**src/rtl/vga_pkg.sv**
```systemverilog
// Shared VGA drawing types: screen geometry, coordinate widths
// and the drawing-stage state enum used by circle/fill/Reuleaux.
package vga_pkg;

    localparam int SCREEN_W = 160;
    localparam int SCREEN_H = 120;

    localparam int X_W      = 8;
    localparam int Y_W      = 7;
    localparam int COLOUR_W = 3;

    // Offsets, decision variable and signed point widths
    localparam int OFF_W  = 9;
    localparam int CRIT_W = 11;
    localparam int PT_W   = 10;

    typedef enum logic [3:0] {
        IDLE   = 4'd0,
        INIT   = 4'd1,
        PLOT0  = 4'd2,
        PLOT1  = 4'd3,
        PLOT2  = 4'd4,
        PLOT3  = 4'd5,
        PLOT4  = 4'd6,
        PLOT5  = 4'd7,
        PLOT6  = 4'd8,
        PLOT7  = 4'd9,
        UPDATE = 4'd10,
        DONE   = 4'd11
    } draw_state_t;

endpackage

```
**src/rtl/octant_point.sv**
```systemverilog
// Combinational octant mirror: point k of (cx,cy) +/- (ox,oy).
// Ports: i_k, i_cx, i_cy, i_ox, i_oy in; o_px, o_py, o_on_screen out.
module octant_point
    import vga_pkg::*;
#(
    parameter int SCR_W = vga_pkg::SCREEN_W,
    parameter int SCR_H = vga_pkg::SCREEN_H
) (
    input  logic [2:0]              i_k,
    input  logic [X_W-1:0]          i_cx,
    input  logic [Y_W-1:0]          i_cy,
    input  logic signed [OFF_W-1:0] i_ox,
    input  logic signed [OFF_W-1:0] i_oy,
    output logic signed [PT_W-1:0]  o_px,
    output logic signed [PT_W-1:0]  o_py,
    output logic                    o_on_screen
);

    localparam logic signed [PT_W-1:0] XLIM = PT_W'(SCR_W);
    localparam logic signed [PT_W-1:0] YLIM = PT_W'(SCR_H);

    logic signed [PT_W-1:0] w_cx;
    logic signed [PT_W-1:0] w_cy;
    logic signed [PT_W-1:0] w_ox;
    logic signed [PT_W-1:0] w_oy;
    logic signed [PT_W-1:0] w_dx;
    logic signed [PT_W-1:0] w_dy;
    logic                   w_x_neg;
    logic                   w_y_neg;

    assign w_cx = $signed({2'b00, i_cx});
    assign w_cy = $signed({3'b000, i_cy});
    assign w_ox = {i_ox[OFF_W-1], i_ox};
    assign w_oy = {i_oy[OFF_W-1], i_oy};

    // Odd octants swap the roles of ox and oy
    assign w_dx = i_k[0] ? w_oy : w_ox;
    assign w_dy = i_k[0] ? w_ox : w_oy;

    // x is subtracted for k=2..5, y for k=4..7
    assign w_x_neg = i_k[2] ^ i_k[1];
    assign w_y_neg = i_k[2];

    assign o_px = w_x_neg ? (w_cx - w_dx) : (w_cx + w_dx);
    assign o_py = w_y_neg ? (w_cy - w_dy) : (w_cy + w_dy);

    assign o_on_screen = !o_px[PT_W-1] && (o_px < XLIM)
                      && !o_py[PT_W-1] && (o_py < YLIM);

endmodule

```
**src/rtl/circle_plotter.sv**
```systemverilog
// Midpoint circle outline drawer feeding the VGA adapter, one
// pixel per PLOT cycle with off-screen points clipped.
// Ports: clk, rst (async, high), start/centre_x/centre_y/radius/
// colour in; done, vga_x, vga_y, vga_colour, vga_plot out.
module circle_plotter #(
    parameter int SCREEN_W = vga_pkg::SCREEN_W,
    parameter int SCREEN_H = vga_pkg::SCREEN_H
) (
    input  logic                         clk,
    input  logic                         rst,
    input  logic                         start,
    input  logic [vga_pkg::X_W-1:0]      centre_x,
    input  logic [vga_pkg::Y_W-1:0]      centre_y,
    input  logic [7:0]                   radius,
    input  logic [vga_pkg::COLOUR_W-1:0] colour,
    output logic                         done,
    output logic [vga_pkg::X_W-1:0]      vga_x,
    output logic [vga_pkg::Y_W-1:0]      vga_y,
    output logic [vga_pkg::COLOUR_W-1:0] vga_colour,
    output logic                         vga_plot
);

    import vga_pkg::*;

    draw_state_t r_state;
    draw_state_t w_next;

    logic [X_W-1:0]      r_cx;
    logic [Y_W-1:0]      r_cy;
    logic [7:0]          r_r;
    logic [COLOUR_W-1:0] r_colour;

    logic signed [OFF_W-1:0]  r_ox;
    logic signed [OFF_W-1:0]  r_oy;
    logic signed [CRIT_W-1:0] r_crit;

    logic [X_W-1:0] r_hold_x;
    logic [Y_W-1:0] r_hold_y;
    logic           r_done;

    logic signed [OFF_W-1:0]  w_oy_new;
    logic signed [OFF_W-1:0]  w_ox_new;
    logic signed [CRIT_W-1:0] w_oy_e;
    logic signed [CRIT_W-1:0] w_ox_e;
    logic signed [CRIT_W-1:0] w_crit_new;
    logic                     w_crit_le0;
    logic                     w_continue;

    logic                   w_in_plot;
    logic [2:0]             w_k;
    logic signed [PT_W-1:0] w_px;
    logic signed [PT_W-1:0] w_py;
    logic                   w_on;
    logic                   w_unused_hi;

    // Midpoint step
    assign w_crit_le0 = r_crit[CRIT_W-1] || (r_crit == '0);
    assign w_oy_new   = r_oy + 9'sd1;
    assign w_ox_new   = w_crit_le0 ? r_ox : (r_ox - 9'sd1);
    assign w_oy_e     = {{2{w_oy_new[OFF_W-1]}}, w_oy_new};
    assign w_ox_e     = {{2{w_ox_new[OFF_W-1]}}, w_ox_new};
    assign w_crit_new = r_crit + 11'sd1
                      + (w_crit_le0 ? (w_oy_e <<< 1)
                                    : ((w_oy_e - w_ox_e) <<< 1));
    assign w_continue = (w_oy_new <= w_ox_new);

    assign w_in_plot = (r_state >= PLOT0) && (r_state <= PLOT7);
    assign w_k       = 3'(r_state - PLOT0);

    octant_point #(
        .SCR_W(SCREEN_W),
        .SCR_H(SCREEN_H)
    ) u_oct (
        .i_k        (w_k),
        .i_cx       (r_cx),
        .i_cy       (r_cy),
        .i_ox       (r_ox),
        .i_oy       (r_oy),
        .o_px       (w_px),
        .o_py       (w_py),
        .o_on_screen(w_on)
    );

    // Only the low bits reach the adapter; clipping covers the rest
    assign w_unused_hi = ^{w_px[PT_W-1:X_W], w_py[PT_W-1:Y_W]};

    always_ff @(posedge clk or posedge rst) begin
        if (rst) begin
            r_state <= IDLE;
        end else begin
            r_state <= w_next;
        end
    end

    always_comb begin
        w_next = r_state;
        unique case (r_state)
            IDLE:    if (start) w_next = INIT;
            INIT:    w_next = PLOT0;
            PLOT0, PLOT1, PLOT2, PLOT3,
            PLOT4, PLOT5, PLOT6:
                     w_next = draw_state_t'(r_state + 4'd1);
            PLOT7:   w_next = UPDATE;
            UPDATE:  w_next = w_continue ? PLOT0 : DONE;
            DONE:    if (!start) w_next = IDLE;
            default: w_next = IDLE;
        endcase
    end

    always_ff @(posedge clk or posedge rst) begin
        if (rst) begin
            r_cx     <= '0;
            r_cy     <= '0;
            r_r      <= '0;
            r_colour <= '0;
            r_ox     <= '0;
            r_oy     <= '0;
            r_crit   <= '0;
            r_hold_x <= '0;
            r_hold_y <= '0;
            r_done   <= 1'b0;
        end else begin
            // done follows DONE one cycle late and drops with start
            r_done <= (r_state == DONE) && start;
            if (w_in_plot) begin
                r_hold_x <= w_px[X_W-1:0];
                r_hold_y <= w_py[Y_W-1:0];
            end
            case (r_state)
                IDLE: begin
                    if (start) begin
                        r_cx     <= centre_x;
                        r_cy     <= centre_y;
                        r_r      <= radius;
                        r_colour <= colour;
                    end
                end
                INIT: begin
                    r_ox   <= $signed({1'b0, r_r});
                    r_oy   <= '0;
                    r_crit <= 11'sd1 - $signed({3'b000, r_r});
                end
                UPDATE: begin
                    r_ox   <= w_ox_new;
                    r_oy   <= w_oy_new;
                    r_crit <= w_crit_new;
                end
                default: ;
            endcase
        end
    end

    assign done       = r_done;
    assign vga_x      = w_in_plot ? w_px[X_W-1:0] : r_hold_x;
    assign vga_y      = w_in_plot ? w_py[Y_W-1:0] : r_hold_y;
    assign vga_colour = r_colour;
    assign vga_plot   = w_in_plot && w_on;

endmodule

```
**config.mk**
```make
export PLATFORM = sky130hd
export DESIGN_NAME = circle_plotter
export DESIGN_NICKNAME = d
export VERILOG_FILES = /design/src/rtl/vga_pkg.sv /design/src/rtl/octant_point.sv /design/src/rtl/circle_plotter.sv
export SDC_FILE = /design/constraint.sdc
export NUM_CORES = 1
export LEC_CHECK = 0
export ABC_AREA = 1
export ABC_CLOCK_PERIOD_IN_PS = 4000
export CORE_UTILIZATION = 60
export DETAILED_ROUTE_END_ITERATION = 6
export PLACE_DENSITY = 0.82
export REMOVE_ABC_BUFFERS = 1
export SLEW_MARGIN = 40
export SYNTH_ARGS = -nofsm -noshare
export SYNTH_HDL_FRONTEND = slang
export SYNTH_SLANG_ARGS = --single-unit
```
**constraint.sdc**
```tcl
create_clock -name clk -period 4 [get_ports clk]
set_clock_uncertainty 0.2 [all_clocks]
set_input_delay 0.8 -clock clk [delete_from_list [all_inputs] [get_ports clk]]
set_output_delay 0.8 -clock clk [all_outputs]
set_load 0.02 [all_outputs]
```
==> results of run 1 <==
[sequential cells by signal, indices dropped and copies added, names as in the netlist, 3 cells and up]
| register | flops |
|---|---|
| r_hold_x | 8 |
| r_cy | 7 |
| r_cx | 8 |
| r_hold_y | 7 |
| r_oy | 9 |
| r_state | 4 |
| r_crit | 11 |
| r_r | 8 |
| vga_colour | 3 |
| r_ox | 9 |
[final cells by class]
type,count,share of cell area (%)
Multi-Input combinational cell,585,49.1
Inverter,115,5.36
Timing Repair Buffer,171,17.8
Clock inverter,7,0.885
Clock buffer,9,1.54
Sequential cell,75,23.3
Tap cell,133,2.07
[cell families (layout without fill, tap and decap cells)]
family / after synthesis / in the layout / share of synthesized area (%)
XOR/XNOR: 45 / 45 / 6.69
buffers and inverters: 131 / 302 / 8.82
multiplexers: 20 / 20 / 3.73
adder cells (fa/ha/maj): 48 / 48 / 10.5
AO/OA/AOI/OAI: 157 / 157 / 15.9
AND/OR/NAND/NOR: 315 / 315 / 23.1
flip-flops: 75 / 75 / 31.3
[stage by stage]
step | TNS, ns | setup slack (ns) | hold WS, ns | util (%)
detailed placement | -1.85 | -0.369 | 0.270 | 75.1
finish | -1.91 | -0.458 | 0.284 | 82.8
CTS | -0.984 | -0.300 | 0.288 | 78.3
global route | -3.94 | -0.675 | 0.312 | 82.8
global placement | -0.726 | -0.265 | 0.261 | 75.1
floorplan | -3.55 | -0.561 | 0.280 | -
[path summary, 6_finish.rpt]
kind | from | endpoint | slack (ns) | cells after the start
hold reg to reg | r_hold_x[3] | r_hold_x[3] | 0.28 | 2
min in group asynchronous | rst | r_hold_x[2] | 0.42 | 2
setup / recovery | r_state[0] | vga_plot | -0.46 | 15
setup reg to reg | r_crit[4] | r_crit[8] | 0.01 | 20
max in group asynchronous | rst | r_state[0] | 2.37 | 3
hold / removal | r_hold_x[3] | r_hold_x[3] | 0.28 | 2
[Yosys cell counts, types with 3 or more instances]
cell type	n	area (um2)
a22oi_1	3	22.5
mux2_2	19	214
a21o_1	5	37.5
nor2_1	54	203
nand3_1	46	230
o21ai_2	11	96.3
nor3_1	8	40.0
a31oi_1	8	50.1
dfrtp_1	75	1880
ha_1	44	551
xor2_1	32	280
clkbuf_1	6	22.5
buf_2	6	30.0
o211ai_1	5	37.5
nand2_2	12	75.1
inv_1	110	413
a21oi_1	51	255
fa_1	4	80.1
nand2_1	172	646
o21ai_0	39	195
nor2_4	6	67.6
o21bai_1	3	22.5
inv_2	5	18.8
o221ai_1	6	52.6
o21ai_1	6	30.0
o22ai_1	12	75.1
xnor2_1	12	105
nand4_1	9	56.3
[worst min-delay path, delay by kind of cell, from the launching register on]
| family | cells | cell delay (ns) |
|---|---|---|
| flops | 1 | 0.33 |
| simple gates | 2 | 0.12 |
[layer usage]
| layer | global-route usage [%] | vias to the layer above | wire length (um) |
|---|---|---|---|
| met4 | 20.7 | 0 | 883 |
| met5 | 0 | - | 0 |
| met3 | 8.34 | 95 | 1180 |
| li1 | - | 2949 | - |
| met2 | 58.7 | 318 | 9300 |
| met1 | 38.9 | 3028 | 7120 |
[what timing repair did]
item                       in CTS  in global routing
setup buffers                   6                 17
setup endpoints to repair      17                 20
pin swaps                      12                 31
gates resized for setup        82                 88
cloned                          0                  1
==> results.yml, run 1 <==
clock_network:
  cts_sinks: 75
  numCtsBuffers: 9
  clock_path_buffers: 2
  hold_buffers: 0
  cts-root-buf: "clkbuf_8"
  insertion_delay_ns: 0.39
  htree_levels: 3
  clk_pin_slew_ns: 0.09
  cts_tree: "done"
placement:
  placedCellCount: 1055
  port_buffers: 48
  routabilityCongestion: 0.959
  dp_hpwl_mm: 12.5
  dpl-instance-area_um2: 7310
final_layout:
  areaGrowthSynthToFinish_pct: 34.2
  fin_cells: 1095
  final_common_cell: "nand2_1"
  drive_gt1_share_pct: 29.8
  multi_input_area_um2: 3950
  antenna_cells: 0
  final_cell_mix: "161 x nand2_1, 123 x buf_4, 102 x inv_1"
  nets: 1034
  fillerInstances: 582
  final_area_um2: 8060
  seq_area_um2: 1880
drt:
  final_antenna_net_count: 0
  drt_wl_total_mm: 18.5
  drc: 0
  routedWlPerCell_um: 16.9
  drt_iter0_drc: 515
  drtPass1Iterations: 6
  dr_total_vias: 6390
  via_per_inst: 5.84
floorplanning:
  dieArea_um2: 10400
  die_w_um: 102
  top_level_ports: 49
  fp.coreArea_um2: 9730
  rows: 36
  start_util_pct: 61.7
  die_h_um: 102
critical_path:
  worst-path-buf-inv: 3
  worstPathRequired_ns: 3.00
  crit_top_cell: "a21oi_1"
  crit_family: "compound AO/OA/AOI/OAI gates"
  slowest_delay_ns: 0.45
  cp_max_fo: 8
  critPathKind: "register to output pin"
  worstPathCellList: "buf_12 -> o21ai_1 -> inv_1 -> nand2_1 -> o21ai_1 -> xnor2_1 -> ha_1 -> a21o_1 -> a31o_2 -> a21oi_1 -> a21oi_1 -> a21oi_1 -> nand3_1 -> nor2_1 -> buf_4"
  cp-start-kind: "register"
  cp_slowest_cell: "dfrtp_2"
  cp_data_arrival_time_ns: 3.46
  crit_path_end_kind: "output pin"
sta:
  fin_crit_sh_pct: 111
  finalCriticalPeriod_ns: 4.46
  report.final.slew_viol_count: 0
  setup_viol: 9
  fmax_mhz: 224
  max_slew_margin_pct: 58.6
  grt_setup_unrepaired: "true"
  finalHoldViolCount: 0
  postLayoutSetupSlackWorst_ns: -0.458
  max_slew.worst_pin.slew_ns: 0.618
worst_hold_path:
  hold_class: "register to register"
synth:
  synthFlopType: "dfrtp_1"
  syn_area_per_cell_um2: 7.59
  ys_ff_latch: 75
  synth_edf_count: 0
  synth_cells: 791
  synthDistinctLibCells: 46
  syn_area_um2: 6000
  async_flop_share_pct: 100
  ys_warn_count: 0
  ys_seq_area_share_pct: 31.3
global_routing:
  grt_max_degree: 41
  overflow: 0
  grt_pass1_wl_mm: 27.8
  grt_pass1_vias: 6247
  track_usage_pct: 34.4
  antenna_found_initial: 0
status:
  status: "finished, violations left"
  violations: "negative setup slack"
run:
  maxCapViolations: 0
Power of run 1 is not shown: default switching activity piles up to over one toggle a cycle in this logic, so the estimate is an artifact.
==> run 2: changes to the inputs <==
- SLEW_MARGIN: 40 -> not set
==> results.yml, run 2 (synthesis results as in run 1) <==
status:
  status: "finished, violations left"
  violations: "design-rule violations, negative setup slack"
sta:
  finalHoldViolCount: 0
  report.final.slew_viol_count: 0
  finalCriticalPeriod_ns: 4.67
  grt_setup_unrepaired: "true"
  setup_viol: 11
  fmax_mhz: 214
  max_slew.worst_pin.slew_ns: 1.10
  fin_crit_sh_pct: 117
  setup-tns-final_ns: -2.58
  postLayoutSetupSlackWorst_ns: -0.666
  holdWs_ns: 0.297
  max_slew_margin_pct: 26.6
critical_path:
  cp_slowest_cell: "dfrtp_1"
  cp_data_arrival_time_ns: 3.67
  worstPathCellList: "buf_12 -> buf_8 -> o21ai_4 -> inv_1 -> nand2_2 -> nor2_4 -> buf_4 -> a21oi_1 -> xor2_1 -> ha_1 -> a21oi_1 -> o31ai_1 -> a21oi_1 -> a21oi_1 -> a21oi_1 -> nand3_1 -> nor2_1 -> buf_4"
  rr_startpoint: "r_ox[1]"
  r2r-end: "r_crit[9]"
  cp_max_fo: 9
  crit_family: "compound AO/OA/AOI/OAI gates"
  worst-path-buf-inv: 5
  cp-start-kind: "register"
  crit_path_end_kind: "output pin"
  reg2reg_depth: 23
  critPathKind: "register to output pin"
  worstPathRequired_ns: 3.00
  slowest_delay_ns: 0.42
  crit_top_cell: "a21oi_1"
  ff2ff_setup_slack_ns: -0.31
drt:
  via_per_inst: 6.25
  drc: 4
  final_antenna_net_count: 0
  routedWlPerCell_um: 19.3
  drtPass1Iterations: 7
  drt_wl_total_mm: 21.4
  drt_iter0_drc: 716
  dr_total_vias: 6912
floorplanning:
  die_h_um: 102
  dieArea_um2: 10400
  top_level_ports: 49
  rows: 36
  die_w_um: 102
  fp.coreArea_um2: 9730
  start_util_pct: 61.7
final_layout:
  largest_reg_flops: 11
  final_cell_mix: "149 x nand2_1, 128 x buf_4, 95 x inv_1"
  areaGrowthSynthToFinish_pct: 39.5
  final_common_cell: "nand2_1"
  antenna_cells: 0
  drive_gt1_share_pct: 35.3
  nets: 1045
  top_register: "r_crit"
  reg.largest.list: "r_crit x11, r_ox x9, r_oy x9"
  fin_cells: 1106
clock_network:
  cts_sinks: 75
  htree_levels: 3
  numCtsBuffers: 9
  insertion_delay_ns: 0.39
  clock_path_buffers: 2
  hold_buffers: 0
  cts-root-buf: "clkbuf_8"
  clk_pin_slew_ns: 0.09
  cts_tree: "done"
global_routing:
  antenna_found_initial: 0
  overflow: 0
  track_usage_pct: 34.1
  grt_pass1_wl_mm: 27.6
  grt_pass1_vias: 6194
  grt_max_degree: 41
placement:
  placedCellCount: 1055
  port_buffers: 48
  routabilityCongestion: 0.959
  dp_hpwl_mm: 12.5
run:
  maxCapViolations: 0
worst_hold_path:
  holdCritStartpoint: "r_hold_x[3]"
  hold_class: "register to register"
  hold-path-cell-count: 2
  min_to: "r_hold_x[3]"
[run 2: layer usage]
metal	track usage, %	routed length, um
met5	0	0
met4	19.7	1450
met3	7.46	2210
met2	58.2	10200
met1	39.6	7470
[run 2: how the worst max path moves through the flow]
| stage | cells after the start | start | slack, ns | end |
|---|---|---|---|---|
| after floorplan | 16 | r_state[0] | -0.56 | vga_x[7] |
| after global placement | 17 | r_state[0] | -0.27 | vga_plot |
| after detailed placement | 19 | r_state[0] | -0.37 | vga_plot |
| after CTS | 21 | r_state[0] | -0.30 | vga_plot |
| after global routing | 19 | r_state[0] | -0.69 | vga_plot |
| final | 18 | r_state[0] | -0.67 | vga_plot |
[run 2: cell type report]
cell class,count,area (um2)
Fill cell,465,1350
Sequential cell,75,1880
Timing Repair Buffer,182,1540
Inverter,115,432
Clock inverter,7,71.3
Multi-Input combinational cell,585,4160
Clock buffer,9,124
Tap cell,133,166
[run 2: tightest hold or removal path: stages, from the launching register on]
cell and delay [ns]:
dfrtp_1 0.33, nand2_1 0.05, nand2_1 0.08
[run 2: through the flow]
stage	cell area [um2]	worst slack, ns	util, %
6_report	8380	-0.666	86.1
5_1_grt	8380	-0.694	86.1
4_1_cts	7630	-0.299	78.4
3_5_place_dp	7310	-0.374	75.1
3_3_place_gp	7310	-0.265	75.1
2_1_floorplan	5910	-0.561	-
[run 2: repair_timing]
item                       CTS  global route
buffers inserted             8            28
resized for setup           78           164
setup endpoints to repair   17            21
pin swaps                   11            63
Power of run 2 is left out for the same reason.
==> variant 1: new RTL, settings of run 1 <==
Reset style: synchronous (`rst`), changed in 2 clocked blocks. Comments in the files are not updated.
--- a/src/rtl/circle_plotter.sv
+++ b/src/rtl/circle_plotter.sv
@@ -85,5 +85,5 @@
     assign w_unused_hi = ^{w_px[PT_W-1:X_W], w_py[PT_W-1:Y_W]};
 
-    always_ff @(posedge clk or posedge rst) begin
+    always_ff @(posedge clk) begin
         if (rst) begin
             r_state <= IDLE;
@@ -108,5 +108,5 @@
     end
 
-    always_ff @(posedge clk or posedge rst) begin
+    always_ff @(posedge clk) begin
         if (rst) begin
             r_cx     <= '0;
Function: differs if rst is asserted again (counterexample within 4 cycles, from zero or initial values and one cycle with rst high); with rst held inactive, the same outputs for 4 cycles.
==> variant 1 against run 1 <==
  * The run ends with DRC, setup timing left
  * Routed wire length increased by 12%
  * Synthesized area decreased by 1.8%
  * Final cell count increased by 11%
  * Maximum frequency decreased by 1.7%
  * Worst setup slack got worse by 0.075 ns
  * First-iteration DRC count increased by 12%
  * Sequential cell count unchanged
  * Cell area increased by 1.5%
  * Hold slack got worse by 0.014 ns
  * Synthesized cell count increased by 15%
  * Critical path type unchanged
  * Critical endpoint unchanged
  * Largest cell class unchanged
Power is left out: the tool's default activity adds up to more than one toggle a clock period on the data nets, which glitch-free logic cannot reach.
==> variant 1: results (changes against run 1) <==
DP Wirelength=13.50 mm (+7.6%); Max FO, Critical Path=8 (unchanged); via count=7054 (+10%); setup ws final=-0.5334 ns (-0.07548 ns); Final setup violation count=8 (-1); Routed WL=20.70 mm (+12%); ys async rst share=0% (-100 points); Seq/Total Area, Yosys=25.47% (-5.8 points); DRT Pass-1 Iters=7 (+1); failing checks=DRC, setup timing; CTS Buf Count=9 (unchanged); detailed router's first-iteration violation count=577 (+12%); max incr delay on CP=0.37 ns (-0.08 ns); CP Data Arrival Time=3.53 ns (+0.07 ns); Clock Latency Late Sink=0.36 ns (-0.03 ns); IO buf count=48 (unchanged); antenna cells=0 (unchanged); vias in the first global route=6410 (+2.6%); count of unique library cells instantiated by Yosys=40 (-13%); Yosys warnings=0 (unchanged); root buf cell=clkbuf_8; largest net degree at the start of global routing=55 (+34%); clock buffer depth=2 (unchanged); share of cells above drive strength 1=29.24% (-0.59 points); Worst path slowest cell=ha_2; critical path's top delay family=simple AND/OR/NAND/NOR gates; status=finished with violations; Synth area leaders=dfxtp_1, nand2_1, ha_1; clk slew on worst S/H paths=0.09 ns (about the same); Max-Cap Viols=0 (unchanged); CTS H-Tree Depth=3 (unchanged); Global Route Usage Sum=37.46% (+3.1 points); Primary FF master, synth=dfxtp_1; Slew @ Worst Pin=0.8342 ns (+0.2161 ns); drt drc=3 (+3); routability cong.=0.9358 (-2.4%); Commonest cells post-synth=nand2_1, inv_1, a21oi_1; nets=1156 (+12%); first-pass GRT wire length=29.99 mm (+8.0%); Fillers=524 (-10%)
## variant 1: area by class of cell
class	count	area share, %
Timing Repair Buffer	184	18.45
Clock inverter	6	0.8721
Sequential cell	75	18.56
Timing Repair inverter	2	0.1224
Clock buffer	10	1.561
Inverter	126	5.860
Multi-Input combinational cell	681	52.60
Tap cell	129	1.974
## variant 1: cells by family after synthesis
logic type      after synthesis  synth area share (%)
simple gates                388                 28.46
compound gates              203                 18.72
buf+inv                     156                 10.42
flops                        75                 25.47
fa+ha+maj                    48                 10.70
xor+xnor                     42                 6.240
## variant 1: per-stage QoR
stage | setup WS, ns | area [µm²] | std cells | TNS [ns]
2_1_floorplan | -0.3375 | 5754 | 882 | -0.3375
3_3_place_gp | -0.2432 | 7239 | 1172 | -0.6634
3_5_place_dp | -0.3622 | 7239 | 1172 | -1.523
4_1_cts | -0.2146 | 7612 | 1196 | -0.5299
5_1_grt | -0.7899 | 8178 | 1213 | -3.348
6_report | -0.5334 | 8178 | 1213 | -1.276
## variant 1: final timing paths
check	start	to	slack (ns)	cells past startpoint
setup / recovery	r_state[0]	vga_plot	-0.53	20
hold / removal	vga_colour[2]	vga_colour[2]	0.27	2
setup reg to reg	r_crit[9]	r_crit[10]	-0.05	25
hold reg to reg	vga_colour[2]	vga_colour[2]	0.27	2
## variant 1: timing repair
action | 4_1_cts | 5_1_grt
gates resized for setup | 80 | 124
pin swaps | 15 | 64
gates cloned | 2 | 0
setup endpoints to repair | 19 | 22
setup buffers | 6 | 17
## variant 1: worst min-delay path, delay by kind of cell, from the launching register on
kind             cells  cell delay (ns)
AO/OA/AOI/OAI        1             0.05
AND/OR/NAND/NOR      1             0.06
flip-flops           1             0.32
## variant 1: metal layers
layer	track usage, %	part of all wire [%]	wire length, µm
met1	45.90	40	8215
met2	65.57	47	9817
met5	0	0	0
met3	5.825	8.2	1698
met4	15.05	4.7	971
==> variant 2: new RTL, settings of run 1 <==
Without the edit above. Register the outputs `vga_x`, `vga_y` and `vga_plot`, cleared by the reset; this adds one clock of latency there. The other outputs are not delayed to match.
--- a/src/rtl/circle_plotter.sv
+++ b/src/rtl/circle_plotter.sv
@@ -152,8 +152,16 @@
 
     assign done       = r_done;
-    assign vga_x      = w_in_plot ? w_px[X_W-1:0] : r_hold_x;
-    assign vga_y      = w_in_plot ? w_py[Y_W-1:0] : r_hold_y;
     assign vga_colour = r_colour;
-    assign vga_plot   = w_in_plot && w_on;
+    always_ff @(posedge clk or posedge rst) begin
+        if (rst) begin
+            vga_x    <= '0;
+            vga_y    <= '0;
+            vga_plot <= '0;
+        end else begin
+            vga_x    <= w_in_plot ? w_px[X_W-1:0] : r_hold_x;
+            vga_y    <= w_in_plot ? w_py[Y_W-1:0] : r_hold_y;
+            vga_plot <= w_in_plot && w_on;
+        end
+    end
 
 endmodule
Behaviour: not the same (a bounded check fails within 4 cycles, from zero or initial values and one cycle with rst high).
==> variant 2 against run 1 <==
  * The flow finishes with violations (DRC)
  * Sequential cell count up 1
  * Cell area is 9.3% lower
  * Routed wire length fell by 12%
  * Register-to-register slack improved by 0.16 ns
  * Worst setup slack improved by 0.63 ns
  * Synthesized area fell by 0.60%
Power is not shown: default switching activity piles up to over one toggle a cycle in this logic, so the estimate is an artifact.
==> variant 2: results (changes against run 1) <==
routing usage on met3=4.003% (-4.3 points); Seq/Total Area, Yosys=31.87% (+0.61 points); vias in the first global route=5556 (-11%); largest net degree at the start of global routing=34 (-17%); max incr delay on CP=0.41 ns (-0.04 ns); Worst path slowest cell=dfrtp_1; Max-slew headroom=63.73% (+5.1 points); detailed router's first-iteration violation count=386 (-25%); Synth area leaders=dfrtp_1, nand2_1, ha_1; met2 usage=56.60% (-2.1 points); failing checks=DRC; Placed Cells=989 (-6.3%); CP Data Arrival Time=3.93 ns (+0.47 ns); DP Wirelength=12.24 mm (-2.4%); Routed WL=16.20 mm (-12%); Mean Syn Cell Area=7.440 µm² (-2.0%); WL met3=781 µm (-34%); Commonest cells post-synth=nand2_1, inv_1, dfrtp_1; DRT Pass-1 Iters=7 (+1); DP Worst Slack=-0.1259 ns (+0.2435 ns); Vias/cell=5.685 (-2.6%); Clock Latency Late Sink=0.37 ns (-0.02 ns); DP Area=6665 µm² (-8.8%); Global Route Usage Sum=31.71% (-2.6 points); count of unique library cells instantiated by Yosys=42 (-8.7%); nets=963 (-6.9%); Max FO, Critical Path=10 (+2); status=finished with violations; DRT met1 WL=6.641 mm (-6.8%); drt drc=1 (+1); routability cong.=0.9350 (-2.5%); routed len/inst=15.82 µm (-6.4%); grt met1 use=37.68% (-1.2 points); DR WL met2=8.190 mm (-12%); first-pass GRT wire length=25.38 mm (-8.6%); share of cells above drive strength 1=18.52% (-11 points)
variant 2: cell types whose count changed in the layout (fill, tap and decap cells not counted), moves of 5 or more:
cell	before	now
nand2_2	22	8
a21oi_2	10	5
buf_4	123	39
nand2_1	161	187
inv_1	102	95
o21ai_0	21	41
nor2_1	48	64
o21ai_1	19	8
clkdlybuf4s50_1	32	48
nor2_4	7	1
variant 2: critical path, delay by kind of cell, from the launching register on:
kind / cells / cell delay, ns
buf+inv: 3 / 0.34
compound gates: 7 / 1.25
xor+xnor: 1 / 0.22
simple gates: 8 / 0.82
flops: 1 / 0.41
fa+ha+maj: 2 / 0.51
variant 2: cell type report:
cell class / instances / area, µm²
Clock buffer: 9 / 123.9
Sequential cell: 76 / 1902
Multi-Input combinational cell: 598 / 3831
Timing Repair Buffer: 90 / 800.8
Clock inverter: 7 / 65.06
Tap cell: 133 / 166.4
Inverter: 111 / 416.7
Fill cell: 723 / 2379
variant 2: logic make-up after synthesis:
kind of cell               Yosys count  share of synthesized area [%]
muxes                               19                          3.586
AOI/OAI and AO/OA                  151                          14.87
buffers and inverters              128                          9.016
DFF                                 76                          31.87
and+or+nand+nor                    338                          23.93
xor gates and xnor gates            42                          6.165
adders and majority gates           48                          10.57
variant 2: what timing repair did:
item / 4_1_cts / 5_1_grt
gates resized for setup: 3 / 60
cloned: 0 / 1
setup endpoints to repair: 3 / 6
setup buffers: 1 / 17
pin swaps: 1 / 22
variant 2: path summary, 6_finish.rpt:
path	startpoint	endpoint	slack [ns]	depth (start not counted)
min in group asynchronous	rst	r_cx[0]	0.58	2
max	r_crit[1]	r_crit[9]	0.17	21
max in group asynchronous	rst	r_state[2]	2.23	3
max reg2reg	r_crit[1]	r_crit[9]	0.17	21
min	vga_y[3]	vga_y[3]	0.29	2
min reg2reg	vga_y[3]	vga_y[3]	0.29	2
